--- src/rtl/chan_fanout_dispatch_pkg.sv ---
// ep_map: config bus address map for the channel fan-out dispatcher
package ep_map;
  localparam logic [15:0] CHAN_SRC_SEL_ADDR = 16'h0010;
  localparam logic [15:0] CHAN_EN_ADDR      = 16'h0011;
  localparam logic [15:0] STAT_CLR_ADDR     = 16'h0020;
endpackage

--- src/rtl/chan_fanout_dispatch_fifo.sv ---
// sync_fifo_fwft: first-word-fall-through FIFO, dout shows the head while !empty
// ports: clk_in/rst_in (async high), push/din, pop/dout, registered full, empty
module sync_fifo_fwft #(
  parameter int WIDTH = 23,
  parameter int DEPTH = 16
) (
  input  logic             clk_in,
  input  logic             rst_in,
  input  logic             push,
  input  logic [WIDTH-1:0] din,
  input  logic             pop,
  output logic [WIDTH-1:0] dout,
  output logic             full,
  output logic             empty
);
  localparam int AW = $clog2(DEPTH);
  logic [WIDTH-1:0] mem [DEPTH];
  logic [AW-1:0] wp, rp;
  logic [AW:0] cnt, cnt_nx;
  logic do_push, do_pop;
  assign do_pop = pop & ~empty;
  // a push while full still lands when the same cycle frees a slot
  assign do_push = push & (~full | do_pop);
  assign cnt_nx = cnt + (AW+1)'(do_push) - (AW+1)'(do_pop);
  assign empty = cnt == '0;
  assign dout = mem[rp];
  always_ff @(posedge clk_in or posedge rst_in)
    if (rst_in) begin
      wp <= '0;
      rp <= '0;
      cnt <= '0;
      full <= 1'b0;
    end else begin
      wp <= wp + AW'(do_push);
      rp <= rp + AW'(do_pop);
      cnt <= cnt_nx;
      full <= cnt_nx == (AW+1)'(DEPTH);
    end
  always_ff @(posedge clk_in)
    if (do_push) mem[wp] <= din;
endmodule

--- src/rtl/chan_fanout_dispatch.sv ---
// chan_fanout_dispatch: buffers tagged ADC samples and fans each out to every routed, enabled PID channel
// ports: clk_in/rst_in (async high); dv_in/src_in/data_in sample in; wr_* config bus;
//        rdy_in downstream ready; dv_out/chan_out/data_out instruction; full_out, sticky ovf_out
module chan_fanout_dispatch
  import ep_map::*;
#(
  parameter int W_SRC = 5,
  parameter int W_DATA = 18,
  parameter int W_WR_ADDR = 16,
  parameter int W_WR_CHAN = 16,
  parameter int W_WR_DATA = 48,
  parameter int W_CHAN = 5,
  parameter int N_CHAN = 8,
  parameter int FIFO_DEPTH = 16,
  parameter int NULL_SRC = 9
) (
  input  logic                 clk_in,
  input  logic                 rst_in,
  input  logic                 dv_in,
  input  logic [W_SRC-1:0]     src_in,
  input  logic [W_DATA-1:0]    data_in,
  input  logic                 wr_en,
  input  logic [W_WR_ADDR-1:0] wr_addr,
  input  logic [W_WR_CHAN-1:0] wr_chan,
  input  logic [W_WR_DATA-1:0] wr_data,
  input  logic                 rdy_in,
  output logic                 dv_out,
  output logic [W_CHAN-1:0]    chan_out,
  output logic [W_DATA-1:0]    data_out,
  output logic                 full_out,
  output logic                 ovf_out
);
  logic [W_SRC+W_DATA-1:0] f_dout;
  logic f_empty, pop, accept, h_v;
  logic [W_SRC-1:0] head_src;
  logic [W_SRC-1:0] src_sel [N_CHAN];
  logic [N_CHAN-1:0] en, pend, pend_new, issued;
  logic [W_DATA-1:0] h_data;
  logic unused_wr_data;
  function automatic logic [W_CHAN-1:0] lsb_idx(input logic [N_CHAN-1:0] v);
    lsb_idx = '0;
    for (int i = N_CHAN - 1; i >= 0; i--)
      if (v[i]) lsb_idx = W_CHAN'(i);
  endfunction
  sync_fifo_fwft #(.WIDTH(W_SRC + W_DATA), .DEPTH(FIFO_DEPTH)) u_fifo (
    .clk_in(clk_in),
    .rst_in(rst_in),
    .push(dv_in),
    .din({src_in, data_in}),
    .pop(pop),
    .dout(f_dout),
    .full(full_out),
    .empty(f_empty)
  );
  assign unused_wr_data = ^wr_data;
  assign head_src = f_dout[W_SRC+W_DATA-1:W_DATA];
  assign dv_out = h_v & |pend;
  assign chan_out = lsb_idx(pend);
  assign data_out = h_data;
  assign accept = dv_out & rdy_in;
  // refill the holding register when idle, when the held word routes nowhere,
  // or on the accept that retires its last channel, so issues run back to back
  assign pop = ~f_empty & (~h_v | ~|pend | (accept & ~|(pend & ~issued)));
  always_comb begin
    issued = '0;
    pend_new = '0;
    for (int i = 0; i < N_CHAN; i++) begin
      issued[i] = accept & (chan_out == W_CHAN'(i));
      pend_new[i] = en[i] & (src_sel[i] == head_src) & (head_src != W_SRC'(NULL_SRC));
    end
  end
  always_ff @(posedge clk_in or posedge rst_in)
    if (rst_in) begin
      h_v <= 1'b0;
      h_data <= '0;
      pend <= '0;
      en <= '0;
      ovf_out <= 1'b0;
      for (int i = 0; i < N_CHAN; i++) src_sel[i] <= W_SRC'(NULL_SRC);
    end else begin
      if (pop) begin
        h_v <= 1'b1;
        h_data <= f_dout[W_DATA-1:0];
        pend <= pend_new;
      end else begin
        pend <= pend & ~issued;
      end
      if (dv_in & full_out & ~pop) ovf_out <= 1'b1;
      else if (wr_en & (wr_addr == W_WR_ADDR'(STAT_CLR_ADDR))) ovf_out <= 1'b0;
      for (int i = 0; i < N_CHAN; i++)
        if (wr_en & (wr_chan == W_WR_CHAN'(i))) begin
          if (wr_addr == W_WR_ADDR'(CHAN_SRC_SEL_ADDR)) src_sel[i] <= wr_data[W_SRC-1:0];
          if (wr_addr == W_WR_ADDR'(CHAN_EN_ADDR)) en[i] <= wr_data[0];
        end
    end
endmodule

--- config.mk ---
export PLATFORM = sky130hd
export DESIGN_NAME = chan_fanout_dispatch
export DESIGN_NICKNAME = d
export VERILOG_FILES = /design/src/rtl/chan_fanout_dispatch_pkg.sv /design/src/rtl/chan_fanout_dispatch_fifo.sv /design/src/rtl/chan_fanout_dispatch.sv
export SDC_FILE = /design/constraint.sdc
export NUM_CORES = 1
export LEC_CHECK = 0
export CAP_MARGIN = 5
export CORE_MARGIN = 2
export CORE_UTILIZATION = 53
export CTS_CLUSTER_DIAMETER = 60
export DETAILED_ROUTE_END_ITERATION = 10
export PLACE_DENSITY = 0.7
export REMOVE_ABC_BUFFERS = 1
export SLEW_MARGIN = 20
export SYNTH_ARGS = -nofsm -noshare
export SYNTH_HDL_FRONTEND = slang
export SYNTH_SLANG_ARGS = --single-unit
export TNS_END_PERCENT = 5
--- constraint.sdc ---
create_clock -name clk_in -period 5.95 [get_ports clk_in]
set_input_delay 1.4875 -clock clk_in [delete_from_list [all_inputs] [get_ports clk_in]]
set_output_delay 1.4875 -clock clk_in [all_outputs]
set_load 0.05 [all_outputs]
* Word level (Yosys, flattened, before mapping)
Memory sizes are Yosys's and may differ from the RTL's. Cells that the tools add are included.
Cells by class: $add $sub $neg 4, equality and inequality tests 27, mux-type cells 13, bitwise logic cells 50, reductions and logical operators 24
Operator list (number):
- $eq 16x3->1 const B | 4
- $and 1x1->1 | 41
- $eq 5x5->1 | 8
- $mux 5 | 7
- $eq 16x2->1 const B | 2
- $eq 16x5->1 const B | 2
- $reduce_and 2->1 | 16
- $eq 5x3->1 const B | 4
- $eq 16x1->1 const B | 1
- $eq 16x6->1 const B | 1
- $logic_not 16->1 | 1
- $reduce_or 8->1 | 2
- $eq 5x2->1 const B | 2
- $logic_not 5->1 | 2
- $add 4x1->4 | 2
- $and 8x8->8 | 1
- $mux 8 | 1
- $not 8->8 | 1
- $add 5x1->5 | 1
- $eq 5x1->1 const B | 1
- $eq 5x5->1 const B | 1
- $ne 5x4->1 const B | 1
- $sub 5x1->5 | 1
- $mux 1 | 4
- 5 further kinds | 11
Word-level totals: flip-flop bits (word level) 90, RAM bits 368, input bits 108, output and inout bits 26, word-level logic and storage cells 143, memories 1
Memory list:
- u_fifo.mem | depth 16, bits a word 23, rd ports 1, clocked after memory_dff 0, wr ports 1, RTL line chan_fanout_dispatch_fifo.sv:17 | logic [WIDTH-1:0] mem [DEPTH];

* Longest topological paths before layout
Gate-level depths: netlist of the first run.
depth after elaboration 23, mapped depth 17, gate-level depth less buffers 14

* Hierarchy
Synthesis of the first run repeated with hierarchy kept, for this count alone.
Unflattened totals: cell total of the unflattened synthesis 1021, area, all modules 18736.7 µm²
Modules (own cells, without submodules):
- sync_fifo_fwft | times used 1, cells each 711, area each 14916.8 µm², sequential area each 11400.9 µm²
- chan_fanout_dispatch | times used 1, cells each 310, area each 3819.9 µm², sequential area each 1921.8 µm²

* Worst setup path after synthesis of the first run
OpenSTA, ideal clock, no wires.
path type flip-flop to flip-flop, start point reg pend[5], end point mem u_fifo.mem[1][0] (enable), setup time 0.461 ns, arrival time 4.625 ns, required time 5.489 ns, path slack 0.864 ns, cell stages (with the launch flop) 9, buffers on the path 2, period minus slack after synthesis 5.086 ns, path through dfrtp_1 -> clkbuf_1 -> nor4_1 -> a21boi_0 -> o21ai_1 -> nand2b_2 -> a21bo_1 -> clkbuf_1 -> nor4_1
On the way: elaborated cells between the ends (all ways) 39, classes of those cells 7 x eq/ne; 8 x mux; 19 x bitwise; 5 x reduce/logical
RTL lines:
- start: declaration | RTL line chan_fanout_dispatch.sv:37 | logic [N_CHAN-1:0] en, pend, pend_new, issued;
- start signal: assignment | RTL line chan_fanout_dispatch.sv:84 | pend <= pend_new;
- start signal: assignment | RTL line chan_fanout_dispatch.sv:86 | pend <= pend & ~issued;
- $reduce_or 8->1 * | RTL line chan_fanout_dispatch.sv:57 | assign dv_out = h_v & |pend;
- $and 1x1->1 * | RTL line chan_fanout_dispatch.sv:57
- net dv_out | RTL line chan_fanout_dispatch.sv:27 | output logic dv_out,
- $and 1x1->1 * | RTL line chan_fanout_dispatch.sv:60 | assign accept = dv_out & rdy_in;
- $and 1x1->1 | RTL line chan_fanout_dispatch.sv:68 | issued[i] = accept & (chan_out == W_CHAN'(i));
- $not 8->8 | RTL line chan_fanout_dispatch.sv:63 | assign pop = ~f_empty & (~h_v | ~|pend | (accept & ~|(pend & ~issued)));
- $and 8x8->8 | RTL line chan_fanout_dispatch.sv:63
- $reduce_or 8->1 | RTL line chan_fanout_dispatch.sv:63
- $logic_not 1->1 | RTL line chan_fanout_dispatch.sv:63
- $and 1x1->1 * | RTL line chan_fanout_dispatch.sv:63
- $or 1x1->1 * | RTL line chan_fanout_dispatch.sv:63
- $and 1x1->1 * | RTL line chan_fanout_dispatch.sv:63
- $and 1x1->1 * | RTL line chan_fanout_dispatch_fifo.sv:21 | assign do_pop = pop & ~empty;
- $or 1x1->1 * | RTL line chan_fanout_dispatch_fifo.sv:23 | assign do_push = push & (~full | do_pop);
- $and 1x1->1 * | RTL line chan_fanout_dispatch_fifo.sv:23
- $mux 1 * | RTL line chan_fanout_dispatch_fifo.sv:40 | if (do_push) mem[wp] <= din;
- $mux 1 (implied by the code) * | RTL line chan_fanout_dispatch_fifo.sv:40
- end: declaration | RTL line chan_fanout_dispatch_fifo.sv:17
Mark *: on every way through the listed nets, which the timed path passes. The rest lies on a longest branch.

* Worst setup path after layout of the first run
start point in rdy_in, end point reg u_fifo.full
On the way: word-level cells in the longest chain between the ends 15, elaborated cells between the ends (all ways) 22, classes of those cells 2 x add/sub; 1 x eq/ne; 17 x bitwise; 2 x reduce/logical
RTL lines:
- start: declaration | RTL line chan_fanout_dispatch.sv:26 | input logic rdy_in,
- $and 1x1->1 * | RTL line chan_fanout_dispatch.sv:60
- $and 1x1->1 | RTL line chan_fanout_dispatch.sv:68
- $not 8->8 | RTL line chan_fanout_dispatch.sv:63
- $and 8x8->8 | RTL line chan_fanout_dispatch.sv:63
- $reduce_or 8->1 | RTL line chan_fanout_dispatch.sv:63
- $logic_not 1->1 | RTL line chan_fanout_dispatch.sv:63
- $and 1x1->1 * | RTL line chan_fanout_dispatch.sv:63
- $or 1x1->1 * | RTL line chan_fanout_dispatch.sv:63
- $and 1x1->1 * | RTL line chan_fanout_dispatch.sv:63
- $and 1x1->1 * | RTL line chan_fanout_dispatch_fifo.sv:21
- $or 1x1->1 | RTL line chan_fanout_dispatch_fifo.sv:23
- $and 1x1->1 | RTL line chan_fanout_dispatch_fifo.sv:23
- $add 5x1->5 | RTL line chan_fanout_dispatch_fifo.sv:24 | assign cnt_nx = cnt + (AW+1)'(do_push) - (AW+1)'(do_pop);
- $sub 5x1->5 * | RTL line chan_fanout_dispatch_fifo.sv:24
- net u_fifo.cnt_nx[4] | RTL line chan_fanout_dispatch_fifo.sv:19 | logic [AW:0] cnt, cnt_nx;
- $eq 5x5->1 * | RTL line chan_fanout_dispatch_fifo.sv:37 | full <= cnt_nx == (AW+1)'(DEPTH);
- end signal: assignment | RTL line chan_fanout_dispatch_fifo.sv:37
- end: declaration | RTL line chan_fanout_dispatch_fifo.sv:13 | output logic full,
Marked as above. A chain may end at the register's enable or synchronous reset.

==> results.toml, run 1 <==
[logic_synthesis]
synth-seq-cells = 458
synth_cells = 1065
yosysSeqAreaShare = 0.710
ys_warn_count = 0
syn_avg_cell_area_um2 = 17.6
synth_cell_types = 75
synth_edf_count = 368
synth_top_area_share = 0.589
synth_area_leaders = "edfxtp_1, dfrtp_1, mux4_2, mux2_2, mux2i_1"
netlist_area_um2 = 18800
synth_area_leader_cell = "edfxtp_1"
ys.flop_type = "edfxtp_1"
async_flop_share = 0.197

[sta]
rsz0062_at_grt = "no"
setup_viol = 0
worstMarginPinSlew_ps = 1100
hold_violations = 0
setup_ws_ps = 1800
relSlewSlack = 0.262
fmaxAchievable_mhz = 241
min_period_over_period = 0.697
holdWs_ps = 477
period_needed_ps = 4150
fin_skew_ps = 19.5
drv_slew = 0
fin_setup_tns_ps = 0

[floorplanning]
core_um2 = 34700
ios = 134
dieArea_um2 = 36900
die_width_um = 192
rows = 68
die_h_um = 192
start_util = 0.540

[layout]
fin_cells = 1682
fin_util = 0.627
mostFrequentLayoutCell = "edfxtp_1"
drive_above_1_share = 0.224
syn_to_final_growth_pct = 16.0
final.fill_count = 2504
antennaDiodeCount = 0
design_area_um2 = 21800
nets = 1308
final_cell_mix = "edfxtp_1, clkdlybuf4s50_1, dfrtp_1"

[worst_setup_path]
cp_data_required_time_ps = 6400
critPathMaxStageDelay_ps = 500
crit_top_cell = "nand2b_1"
crit_family = "buffers and inverters"
start_kind = "input pin"
end_kind = "flop"
crit_fanout = 51
path_cells = "clkdlybuf4s50_1 > o311ai_1 > o21ai_1 > nand2b_2 > buf_4 > nand2b_1 > o21ai_0 > ha_1 > fa_1 > a21oi_1 > o21bai_1 > xnor2_1 > nand2b_1 > nor4_1"
crit_type = "in2reg"
cp.arrival_ps = 4600
crit_buf_inv = 2
slowest_stage = "buf_4"

[global_route]
antenna_found_initial = 2
grt_use_total = 0.227
grt_pass1_vias = 10200
gr-total-overflow = 0
grt_max_degree = 64
grt_pass1_wl_um = 61600

[run_status]
status = "finished, final reports clean"

[power]
power.total_mw = 10.2
power.density_nw_per_um2 = 467
ir_drop_uv = 325
p_leak_nw = 7.70

[place]
post_dp_cell_area_um2 = 20300
place_ws_ps = 1240
io_buffers = 88
dp_hpwl_um = 23900
routabilityCongestion = 0.807
placed_cells_incl_taps = 1598

[cts]
cts_max_path_buffers = 3
cts_buffers = 46
htreeDepth = 2
clk_latency_ps = 560
cts-root-buf = "clkbuf_16"
post_cts_buffers = 0
clkTransAtPathRegs_ps = 60
cts_tree = "yes"
cts_resized = 0
cts_sinks = 458
postCtsHoldBufs = 0

[flow_run]
maxCapViolCount = 0

[detailed_routing]
drtAntennaViolNets = 0
route.detailed.drc = 0
via_per_inst = 6.09
first_pass_iters = 5
drt_iter0_drc = 831
vias = 10200
wl_per_cell_um = 24.3
totalWireLength_um = 40900

[worst_hold_path]
hold_path_class = "reg2reg"
-- sequential cells by signal (all words and copies together) (netlist names) --
| signal | count |
|---|---|
| u_fifo.mem | 368 |
| u_fifo.rp | 4 |
| data_out | 18 |
| ovf_out | 1 |
| u_fifo.cnt | 5 |
| u_fifo.wp | 4 |
| h_v | 1 |
| src_sel | 40 |
| u_fifo.full | 1 |
| en | 8 |
| pend | 8 |
-- area by class of cell --
class	instances	area (um2)	area share
Clock buffer	59	1240	0.0570
Clock inverter	25	209	0.00960
Sequential cell	458	13300	0.613
Multi-Input combinational cell	542	5150	0.237
Tap cell	455	569	0.0262
Inverter	11	43.8	0.00201
Timing Repair Buffer	132	1210	0.0557
-- tightest hold or removal path, delay by kind of cell (launching register included) --
kind	cells	cell delay, ps
AO/OA/AOI/OAI	1	60
flip-flops	1	340
AND/OR/NAND/NOR	1	40
-- per-layer routing --
metal / part of all wire / GRT usage
met1: 0.45 / 0.330
met2: 0.48 / 0.366
met3: 0.059 / 0.0322
met4: 0.017 / 0.0558
met5: 0.00059 / 0
-- Yosys cell counts (20+ instances only) --
cell type	count
a21o_1	20
clkbuf_1	25
o21ai_0	33
dfrtp_1	74
xnor2_1	20
xor2_1	21
a221oi_1	21
nand2_1	64
edfxtp_1	368
mux2i_1	54
nor2_1	20
mux2_2	54
mux4_2	63
-- where the power goes --
| group | total (mW) | switching, mW | internal (mW) |
|---|---|---|---|
| clock | 2.79 | 1.18 | 1.61 |
| sequential | 4.12 | 0.267 | 3.86 |
| combinational | 3.25 | 1.92 | 1.33 |
-- cell families after synthesis --
group,Yosys count,share of synthesized area
buffers and inverters,66,0.0201
and+or+nand+nor,172,0.0453
adders and majority gates,10,0.00694
xor gates and xnor gates,41,0.0191
muxes,172,0.138
other,1,0.000200
DFF,458,0.710
AOI/OAI and AO/OA,145,0.0600
-- path summary, 6_finish.rpt --
kind / slack (ps) / cells after the start / to / from
max: 1800 / 14 / u_fifo.full / rdy_in
min: 480 / 2 / data_out[7] / data_out[7]
max reg2reg: 1950 / 15 / u_fifo.full / pend[4]
min reg2reg: 480 / 2 / data_out[7] / data_out[7]
max in group asynchronous: 3480 / 3 / src_sel[13] / rst_in
min in group asynchronous: 1480 / 2 / data_out[15] / rst_in
Power figures use the tool's default switching activity.
==> inputs of run 2 (changes only) <==
PLACE_DENSITY = 0.73   (was 0.7)
clock period = 3.7 ns   (was 5.95 ns; I/O delays follow)
==> results.toml, run 2 (synthesis gave the netlist of run 1 again) <==
[worst_setup_path]
r2r.worst_path.cells = 14
crit_type = "reg2out"
slowest_stage = "clkdlybuf4s50_1"
end_kind = "output pin"
crit_fanout = 10
rrSetupSlack_ps = 400
critPathMaxStageDelay_ps = 820
path_cells = "or4_1 > nor2_1 > clkdlybuf4s50_1"
cp_data_required_time_ps = 2770
start_kind = "flop"
crit_family = "buffers and inverters"
cp.arrival_ps = 2630
crit_buf_inv = 1
worst-path-stages = 3

[place]
routabilityCongestion = 0.765
post_dp_cell_area_um2 = 20500
io_buffers = 88
dp_hpwl_um = 25300
place_ws_ps = 121

[layout]
regMostFlops = "u_fifo.mem"
syn_to_final_growth_pct = 17.0
fin_util = 0.632
largest_reg_flops = 368
mostFrequentLayoutCell = "edfxtp_1"
design_area_um2 = 22000
drive_above_1_share = 0.240
final_cell_mix = "edfxtp_1, clkdlybuf4s50_1, dfrtp_1"
nets = 1326

[global_route]
gr-total-overflow = 0
antenna_found_initial = 2
grt_pass1_wl_um = 62600
grt_max_degree = 49
grt_use_total = 0.230
grt_pass1_vias = 10500

[floorplanning]
dieArea_um2 = 36900
die_width_um = 192
ios = 134
core_um2 = 34700
rows = 68
die_h_um = 192
start_util = 0.540

[cts]
cts_buffers = 46
cts_sinks = 458
cts_max_path_buffers = 3
cts_tree = "yes"
post_cts_buffers = 0
clkTransAtPathRegs_ps = 60
htreeDepth = 2
cts-root-buf = "clkbuf_16"
clk_latency_ps = 560

[power]
ir_drop_uv = 593
power.density_nw_per_um2 = 752
p_sw_mw = 5.48
clkPwrFrac = 0.271
p_leak_nw = 7.80
p_comb_frac = 0.328
switching_share = 0.332
pwr-share-seq = 0.400
p_int_mw = 11.0

[sta]
setup_ws_ps = 145
relSlewSlack = 0.516
drv_slew = 0
worstMarginPinSlew_ps = 724
min_period_over_period = 0.961
hold_violations = 0
rsz0062_at_grt = "no"
setup_viol = 0
fin_skew_ps = 15.8
fmaxAchievable_mhz = 281
fin_setup_tns_ps = 0
period_needed_ps = 3550

[detailed_routing]
via_per_inst = 6.08
vias = 10400
route.detailed.drc = 0
first_pass_iters = 5
totalWireLength_um = 41500
drt_iter0_drc = 996
wl_per_cell_um = 24.3
drtAntennaViolNets = 0

[worst_hold_path]
min_path_cells = 2
hold_path_class = "reg2reg"

[flow_run]
maxCapViolCount = 0

[run_status]
status = "finished, final reports clean"
==> run 2: changes by cell type in the layout (fill, tap and decap cells not counted), moves of 2 or more <==
cell and change:
buf_12 +3, clkbuf_8 +2, clkinv_2 +2, clkinv_1 -7, clkbuf_1 +4, buf_4 +15
clkinv_8 +2
==> run 2: cell type report <==
| class | instances | area (um2) |
|---|---|---|
| timing repair buffer | 150 | 1380 |
| inverter | 11 | 43.8 |
| antenna | 1 | 2.50 |
| multi-input combinational | 542 | 5160 |
| clock buffer | 65 | 1280 |
| clock inverter | 21 | 183 |
| tap | 455 | 569 |
| fill | 2445 | 12800 |
| sequential | 458 | 13300 |
==> run 2: power by group through the flow <==
| stage | clock network [mW] | registers (mW) | logic (mW) |
|---|---|---|---|
| after global routing | 4.75 | 6.68 | 5.81 |
| after floorplan | 0 | 7.31 | 3.11 |
| after detailed placement | 0 | 6.72 | 5.41 |
| final | 4.48 | 6.61 | 5.42 |
| after CTS | 4.55 | 6.62 | 5.46 |
| after global placement | 0 | 6.69 | 5.34 |
==> run 2: worst paths after layout <==
path                             startpoint       endpoint
max in group asynchronous            rst_in    src_sel[33]
min in group asynchronous            rst_in  u_fifo.cnt[2]
worst min register to register  data_out[7]    data_out[7]
worst min-delay path            data_out[7]    data_out[7]
worst max-delay path                pend[0]    chan_out[2]
worst max register to register      pend[5]    u_fifo.full
==> run 2: metrics by stage <==
stage	hold WS [ps]	total power, mW	cells
CTS	484	16.6	1702
finish	479	16.5	1703
detailed placement	471	12.1	1616
global placement	461	12.0	1616
floorplan	461	10.4	1011
global route	522	17.2	1703
==> run 2: layer usage <==
layer | GRT usage | vias to the layer above | wire, um | share of wire
met5 | 0 | - | 13 | 0.00031
met4 | 0.0602 | 2 | 771 | 0.019
met3 | 0.0389 | 64 | 3400 | 0.082
met2 | 0.367 | 439 | 19700 | 0.47
met1 | 0.333 | 5286 | 17600 | 0.42
li1 | - | 4567 | - | -
==> run 2: repair_timing <==
item / CTS / global route
hold buffers: 0 / 0
endpoints found under the setup margin: 0 / 1
resized for setup: 0 / 1
==> run 2: tightest hold or removal path, cell delays in order (launching register included) <==
cell and delay [ps]:
dfrtp_1 340, nand2_1 50, o21ai_0 60
==> inputs of run 3 (changes only) <==
ABC_AREA = 0   (was unset)
PLACE_DENSITY = 0.7   (was 0.73)
clock period = 4.22 ns   (was 3.7 ns; I/O delays follow)
==> results.toml, run 3 (synthesis gave the netlist of run 1 again) <==
[cts]
cts_max_path_buffers = 3
cts_sinks = 458
postCtsHoldBufs = 0
cts_resized = 0
cts_buffers = 46
cts-root-buf = "clkbuf_16"
cts_tree = "yes"
htreeDepth = 2
clkTransAtPathRegs_ps = 60
clk_latency_ps = 550
post_cts_buffers = 0

[worst_hold_path]
hold_path_class = "reg2reg"

[sta]
fin_setup_tns_ps = 0
fmaxAchievable_mhz = 276
period_needed_ps = 3630
setup_viol = 0
relSlewSlack = 0.429
setup_ws_ps = 593
drv_slew = 0
holdWs_ps = 478
rsz0062_at_grt = "no"
min_period_over_period = 0.859
worstMarginPinSlew_ps = 856
fin_skew_ps = 17.7
hold_violations = 0

[global_route]
antenna_found_initial = 2
gr-total-overflow = 0
grt_max_degree = 55
grt_pass1_wl_um = 61400
grt_pass1_vias = 10400
grt_use_total = 0.225

[place]
placed_cells_incl_taps = 1604
dp_hpwl_um = 24300
io_buffers = 88
routabilityCongestion = 0.805
place_ws_ps = 590

[layout]
fin_cells = 1691
final_cell_mix = "edfxtp_1, clkdlybuf4s50_1, dfrtp_1"
final.fill_count = 2451
largest_reg_flops = 368
seq_area_um2 = 13300
mostFrequentLayoutCell = "edfxtp_1"
drive_above_1_share = 0.231
syn_to_final_growth_pct = 16.4
nets = 1314
regMostFlops = "u_fifo.mem"
multi_input_area_um2 = 5160

[floorplanning]
die_h_um = 192
start_util = 0.540
dieArea_um2 = 36900
die_width_um = 192
ios = 134
rows = 68
core_um2 = 34700

[worst_setup_path]
start_kind = "flop"
cp_data_required_time_ps = 3160
crit_type = "reg2out"
cp.arrival_ps = 2570
crit_fanout = 8
end_kind = "output pin"

[power]
power.density_nw_per_um2 = 654
p_leak_nw = 7.73
power.total_mw = 14.3
ir_drop_uv = 430

[detailed_routing]
wl_per_cell_um = 23.8
route.detailed.drc = 0
totalWireLength_um = 40300
via_per_inst = 6.05
vias = 10200
first_pass_iters = 7
drtAntennaViolNets = 0
drt_iter0_drc = 907

[run_status]
status = "finished, final reports clean"

[flow_run]
maxCapViolCount = 0
==> run 3: changes by cell type in the layout (fill, tap and decap cells not counted), moves of 2 or more <==
cell	before	now
buf_4	59	48
clkbuf_8	4	9
bufinv_16	2	0
clkbuf_1	14	16
==> run 3: critical path: stages, from the launching register on <==
cell             delay (ps)
dfrtp_1                 460
nor4_1                  580
a21boi_0                250
clkdlybuf4s50_1         750
==> run 3: metrics by stage <==
stage,utilization,cell area (um2)
finish,0.629,21800
global route,0.629,21800
CTS,0.629,21800
detailed placement,0.587,20400
global placement,0.587,20400
floorplan,-,18400
==> run 3: layer usage <==
metal	vias up	part of all wire	global-route usage
met4	2	0.017	0.0567
li1	4541	-	-
met3	63	0.063	0.0393
met1	5296	0.43	0.318
met5	-	0.00040	0
met2	325	0.49	0.367
==> run 3: worst paths after layout <==
check	from	endpoint	slack [ps]	cells after the start
setup / recovery	pend[4]	dv_out	590	3
hold / removal	data_out[3]	data_out[3]	480	2
hold reg to reg	data_out[3]	data_out[3]	480	2
max in group asynchronous	rst_in	src_sel[5]	2390	3
setup reg to reg	u_fifo.rp[0]	pend[7]	720	7
min in group asynchronous	rst_in	data_out[14]	1000	2
==> run 3: cell type report <==
| type | instances | share of cell area |
|---|---|---|
| sequential | 458 | 0.611 |
| multi-input combinational | 542 | 0.236 |
| clock buffer | 72 | 0.0623 |
| timing repair buffer | 138 | 0.0587 |
| tap | 455 | 0.0261 |
| clock inverter | 14 | 0.00407 |
| inverter | 11 | 0.00201 |
| antenna | 1 | 0.000115 |
==> run 3: power breakdown <==
group	switching [mW]	leakage, nW	internal (mW)	total [mW]
registers	0.432	4.45	5.44	5.87
logic	2.65	2.57	1.91	4.56
clock network	1.63	0.716	2.22	3.85
total	4.71	7.73	9.56	14.3
